[config.mk]
export PLATFORM = sky130hd
export DESIGN_NAME = ycbcr444to422
export DESIGN_NICKNAME = d
export VERILOG_FILES = /design/src/rtl/ycbcr_pkg.sv /design/src/rtl/ycbcr444to422_chroma_avg.sv /design/src/rtl/ycbcr444to422.sv
export SDC_FILE = /design/constraint.sdc
export NUM_CORES = 1
export LEC_CHECK = 0
export CAP_MARGIN = 20
export CORE_UTILIZATION = 59
export CTS_CLUSTER_DIAMETER = 150
export DETAILED_ROUTE_END_ITERATION = 10
export GPL_ROUTABILITY_DRIVEN = 0
export GPL_TIMING_DRIVEN = 0
export PLACE_DENSITY = 0.92
export REMOVE_ABC_BUFFERS = 1
export SLEW_MARGIN = 10
export SYNTH_ARGS = -nofsm -noshare
export SYNTH_HDL_FRONTEND = slang
export SYNTH_HIERARCHICAL = 1
export SYNTH_SLANG_ARGS = --single-unit
[constraint.sdc]
create_clock -name clock -period 4 [get_ports clock]
set_clock_uncertainty 0.1 [all_clocks]
set_input_delay 0.8 -clock clock [delete_from_list [all_inputs] [get_ports clock]]
set_output_delay 0.8 -clock clock [all_outputs]
set_load 0.01 [all_outputs]
[src/rtl/ycbcr_pkg.sv]
// Shared definitions for the YCbCr chroma resampling blocks: the pixel-pair
// phase used by the 4:4:4 -> 4:2:2 subsampler and the chroma-select encoding
// carried alongside every 4:2:2 chroma sample.
package ycbcr_pkg;

    // Position of the next accepted pixel within its horizontal pair.
    typedef enum logic {
        PH_EVEN = 1'b0,
        PH_ODD  = 1'b1
    } phase_t;

    // Chroma-select flag values for a 4:2:2 chroma sample.
    localparam logic C_IS_CB = 1'b0;
    localparam logic C_IS_CR = 1'b1;

endpackage

[src/rtl/ycbcr444to422_chroma_avg.sv]
// Combinational rounded average of two chroma samples: (a + b + 1) >> 1.
// The sum is formed one bit wider than the inputs, so the halved result
// always fits back into BIT_WIDTH bits.
module chroma_avg #(
    parameter int BIT_WIDTH = 8
) (
    input  logic [BIT_WIDTH-1:0] a,
    input  logic [BIT_WIDTH-1:0] b,
    output logic [BIT_WIDTH-1:0] avg
);

    // Widen, add with round-half-up, then drop the LSB back to sample width.
    assign avg = BIT_WIDTH'(({1'b0, a} + {1'b0, b} + (BIT_WIDTH + 1)'(1)) >> 1);

endmodule

[src/rtl/ycbcr444to422.sv]
// Streaming 4:4:4 -> 4:2:2 chroma subsampler. Horizontally adjacent pixels
// are paired; the first output of a pair carries the averaged Cb, the second
// the averaged Cr. A lone pixel at the end of an odd-length line is sent on
// with its own Cb and its Cr dropped. No backpressure: one pixel per clock.
module ycbcr444to422
    import ycbcr_pkg::*;
#(
    parameter int BIT_WIDTH = 8
) (
    input  logic                 clock,
    input  logic                 n_rst,
    input  logic                 in_valid,
    input  logic                 in_eol,
    input  logic [BIT_WIDTH-1:0] in_y,
    input  logic [BIT_WIDTH-1:0] in_cb,
    input  logic [BIT_WIDTH-1:0] in_cr,
    output logic                 out_valid,
    output logic                 out_eol,
    output logic [BIT_WIDTH-1:0] out_y,
    output logic [BIT_WIDTH-1:0] out_c,
    output logic                 out_c_is_cr
);

    phase_t phase;

    // Pixel A, held while waiting for its partner.
    logic [BIT_WIDTH-1:0] hold_y;
    logic [BIT_WIDTH-1:0] hold_cb;
    logic [BIT_WIDTH-1:0] hold_cr;

    // Second output of a pair (or an odd tail), emitted one cycle later.
    logic                 pend_valid;
    logic                 pend_eol;
    logic                 pend_is_cr;
    logic [BIT_WIDTH-1:0] pend_y;
    logic [BIT_WIDTH-1:0] pend_c;

    logic [BIT_WIDTH-1:0] avg_cb;
    logic [BIT_WIDTH-1:0] avg_cr;

    logic accept_a;
    logic accept_b;
    logic accept_tail;

    chroma_avg #(.BIT_WIDTH(BIT_WIDTH)) u_avg_cb (
        .a   (hold_cb),
        .b   (in_cb),
        .avg (avg_cb)
    );

    chroma_avg #(.BIT_WIDTH(BIT_WIDTH)) u_avg_cr (
        .a   (hold_cr),
        .b   (in_cr),
        .avg (avg_cr)
    );

    // Classify the current input by pair position.
    always_comb begin
        // NOTE: every always_comb output gets a default first so no path can
        // leave it unassigned and infer a latch.
        accept_a    = 1'b0;
        accept_b    = 1'b0;
        accept_tail = 1'b0;
        if (in_valid) begin
            if (phase == PH_ODD) begin
                accept_b = 1'b1;
            end else if (in_eol) begin
                accept_tail = 1'b1;
            end else begin
                accept_a = 1'b1;
            end
        end
    end

    // Phase FSM: an A moves to ODD; a B or a tail leaves the phase at EVEN,
    // so every line starts on Cb.
    always_ff @(posedge clock or negedge n_rst) begin
        // NOTE: sequential state uses non-blocking assignments so all
        // registers update together from pre-edge values.
        if (!n_rst) begin
            phase <= PH_EVEN;
        end else if (accept_a) begin
            phase <= PH_ODD;
        end else if (accept_b) begin
            phase <= PH_EVEN;
        end
    end

    // Held-pixel register captures pixel A.
    always_ff @(posedge clock or negedge n_rst) begin
        // NOTE: held data is cleared on reset so nothing captured before reset
        // can ever be paired with post-reset pixels.
        if (!n_rst) begin
            hold_y  <= '0;
            hold_cb <= '0;
            hold_cr <= '0;
        end else if (accept_a) begin
            hold_y  <= in_y;
            hold_cb <= in_cb;
            hold_cr <= in_cr;
        end
    end

    // Pending register: the Cr half of a pair, or an odd tail with its raw Cb.
    always_ff @(posedge clock or negedge n_rst) begin
        if (!n_rst) begin
            pend_valid <= 1'b0;
            pend_eol   <= 1'b0;
            pend_is_cr <= C_IS_CB;
            pend_y     <= '0;
            pend_c     <= '0;
        end else begin
            pend_valid <= accept_b || accept_tail;
            if (accept_b) begin
                pend_eol   <= in_eol;
                pend_is_cr <= C_IS_CR;
                pend_y     <= in_y;
                pend_c     <= avg_cr;
            end else if (accept_tail) begin
                pend_eol   <= 1'b1;
                pend_is_cr <= C_IS_CB;
                pend_y     <= in_y;
                pend_c     <= in_cb;
            end
        end
    end

    // Output stage: a completed pair sends A with averaged Cb immediately;
    // otherwise the pending entry drains. A new pair can never complete in
    // the same cycle the pending entry is full, so the two never collide.
    always_ff @(posedge clock or negedge n_rst) begin
        if (!n_rst) begin
            out_valid   <= 1'b0;
            out_eol     <= 1'b0;
            out_y       <= '0;
            out_c       <= '0;
            out_c_is_cr <= C_IS_CB;
        end else if (accept_b) begin
            out_valid   <= 1'b1;
            out_eol     <= 1'b0;
            out_y       <= hold_y;
            out_c       <= avg_cb;
            out_c_is_cr <= C_IS_CB;
        end else if (pend_valid) begin
            out_valid   <= 1'b1;
            out_eol     <= pend_eol;
            out_y       <= pend_y;
            out_c       <= pend_c;
            out_c_is_cr <= pend_is_cr;
        end else begin
            out_valid   <= 1'b0;
            out_eol     <= 1'b0;
        end
    end

endmodule

==> flow_summary.ini <==
[outcome]
outcome = finished, final reports clean

[detailed_routing]
finalWirelength_um = 6680
drcViolationCount = 0
drt-wirelength-per-cell_um = 17.1
routed_via_density = 6.02
vias = 2347
first_pass_iters = 4
antenna_left = 0
drt_iter0_markers = 146

[global_route]
antenna_found_initial = 0
grt_pass1_wl_um = 11400
grt-ovfl-total = 0
grt_pass1_vias = 2404
grt_max_degree = 64
grt_use_total_pct = 25.5

[cells_and_area]
finalNetCount = 359
antenna_cells = 0
drive_above_1_share_pct = 18.1
final_util_pct = 75.3
final_cell_count_no_fill = 390
syn2layout_area_growth_pct = 20.4

[power]
power_density_nw_per_um2 = 551
ir_drop_mv = 0.328
power.leakage_nw = 1.67

[synth]
yosysUniqueCellTypes = 37
ys.flop_type = dfrtp_1
syn_area_per_cell_um2 = 12.0
syn_inst = 272
synth_edf_count = 0
ys_seq_area_share_pct = 48.1
yosys_warnings = 6
ys_async_sr_fraction_pct = 100
synthesis.area_um2 = 3270
ys_seq_elements = 63

[flow_run]
max_cap_viol_count = 0

[setup_path]
critical_path_class = primary input to flop
critPathCaptureType = flop
startpoint_type = primary input
critPathRequiredTime_ps = 4120
crit_arrival_ps = 3300
cp_max_fo = 30

[clocking]
clockBufferDepth = 2
root_buffer = clkbuf_8
clock_latency_ps = 340
h-tree-depth = 3
hold_buffers = 0
cts_buffers = 9
postCtsSetupRepairBufs = 0
cts_tree = built
clk_pin_slew_ps = 60
cts_resized = 0
cts.sinks = 63

[sta]
fin_crit_ps = 3180
period_share_pct = 79.5
finalHoldViolCount = 0
tns_ps = 0
relSlewSlack_pct = 30.5
fmax_ghz = 0.315
rsz0062_at_grt = no
fin_ws_ps = 821
setup_viol = 0
maxSlewViolCount = 0
tightest_slew_ps = 1040

[hold_path]
min_path_type = flop to flop

[die]
die_w_um = 76.5
die_h_um = 76.5
start_util_pct = 62.5
rows = 26
core_um2 = 5240
ioPinCount = 47
die_area_um2 = 5850

[placement]
dp_hpwl_um = 4520
io_buffers = 46
dpl.cell_count = 374
pre_cts_slack_ps = 492
layer usage:
| layer | vias to the layer above | wire, um | GRT usage (%) |
|---|---|---|---|
| met5 | - | 0 | 0 |
| met4 | 0 | 140 | 11.9 |
| met3 | 18 | 357 | 5.75 |
| met2 | 70 | 3400 | 42.6 |
| met1 | 1159 | 2780 | 31.4 |
| li1 | 1100 | - | - |
power by group:
group          switching (W)  total (W)  internal [W]
clock network       0.000234   0.000583      0.000349
registers           0.000108   0.000903      0.000794
logic               0.000311   0.000684      0.000373
Yosys cell counts, drive strengths merged (3+ instances only):
cell	n	area, um^2
clkbuf	3	12.5
nor2b	4	25.0
mux2i	19	190
dfrtp	63	1580
a311o	4	40.0
nor2	7	26.3
or4bb	7	78.8
o21ai	19	95.1
and3	3	18.8
inv	8	30.0
o221a	8	90.1
nor3	4	20.0
a21oi	10	57.6
ha	14	175
nand2	6	22.5
mux2	32	360
nand3	18	90.1
xor2	4	35.0
a21o	6	45.0
buf	12	85.1
worst max-delay path: stages:
cell             delay (ps)
clkdlybuf4s50_1        1100
nor3b_4                 770
buf_8                   250
mux2_2                  360
through the flow:
| stage | instance area (um^2) | total power, W | hold WS, ps |
|---|---|---|---|
| floorplan | 3180 | 0.00131 | 350 |
| global placement | 3720 | 0.00155 | 362 |
| detailed placement | 3740 | 0.00159 | 366 |
| CTS | 3940 | 0.00218 | 381 |
| global route | 3940 | 0.00230 | 415 |
| finish | 3940 | 0.00217 | 378 |
flip-flops by register name (all words and copies together), names as in the netlist:
register / count
hold_cb: 8
hold_cr: 8
hold_y: 8
out_c: 8
out_y: 8
pend_c: 8
pend_y: 8
out_c_is_cr: 1
out_eol: 1
out_valid: 1
pend_eol: 1
pend_is_cr: 1
pend_valid: 1
phase: 1
final timing paths:
path	from	end	slack (ps)	cells past startpoint
worst min register to register	pend_is_cr	pend_is_cr	380	1
worst max register to register	phase	hold_cb[3]	1650	3
max in group asynchronous	n_rst	hold_cr[6]	2840	1
worst max-delay path	in_valid	hold_cb[3]	820	4
min in group asynchronous	n_rst	out_y[6]	430	1
worst min-delay path	pend_is_cr	pend_is_cr	380	1
logic make-up (layout without fill, tap and decap cells):
family | after synthesis | count (layout) | synth area share, %
simple gates | 57 | 57 | 10.7
buf+inv | 23 | 71 | 3.90
flops | 63 | 63 | 48.1
mux | 51 | 51 | 16.8
xor+xnor | 6 | 6 | 1.60
fa+ha+maj | 16 | 16 | 6.57
compound gates | 56 | 56 | 12.3
cells in the final DEF, fill, tap and decap left out, types with 7 or more instances in the layout:
cell	instances
a21oi_1	8
clkbuf_8	9
clkdlybuf4s50_1	45
dfrtp_1	63
ha_1	14
inv_1	8
mux2_2	32
mux2i_1	19
nand3_1	18
nor2_1	7
o21ai_0	17
o221a_2	8
or4bb_1	7
area by class of cell:
cell class	instances	area, um^2
clock buffers	12	135
clock inverters	4	70.1
fillers	334	1290
inverters	8	30.0
multi-input cells	186	1570
flip-flops and latches	63	1580
well taps	70	87.6
repair buffers	47	473
(Power assumes the default switching activity.)
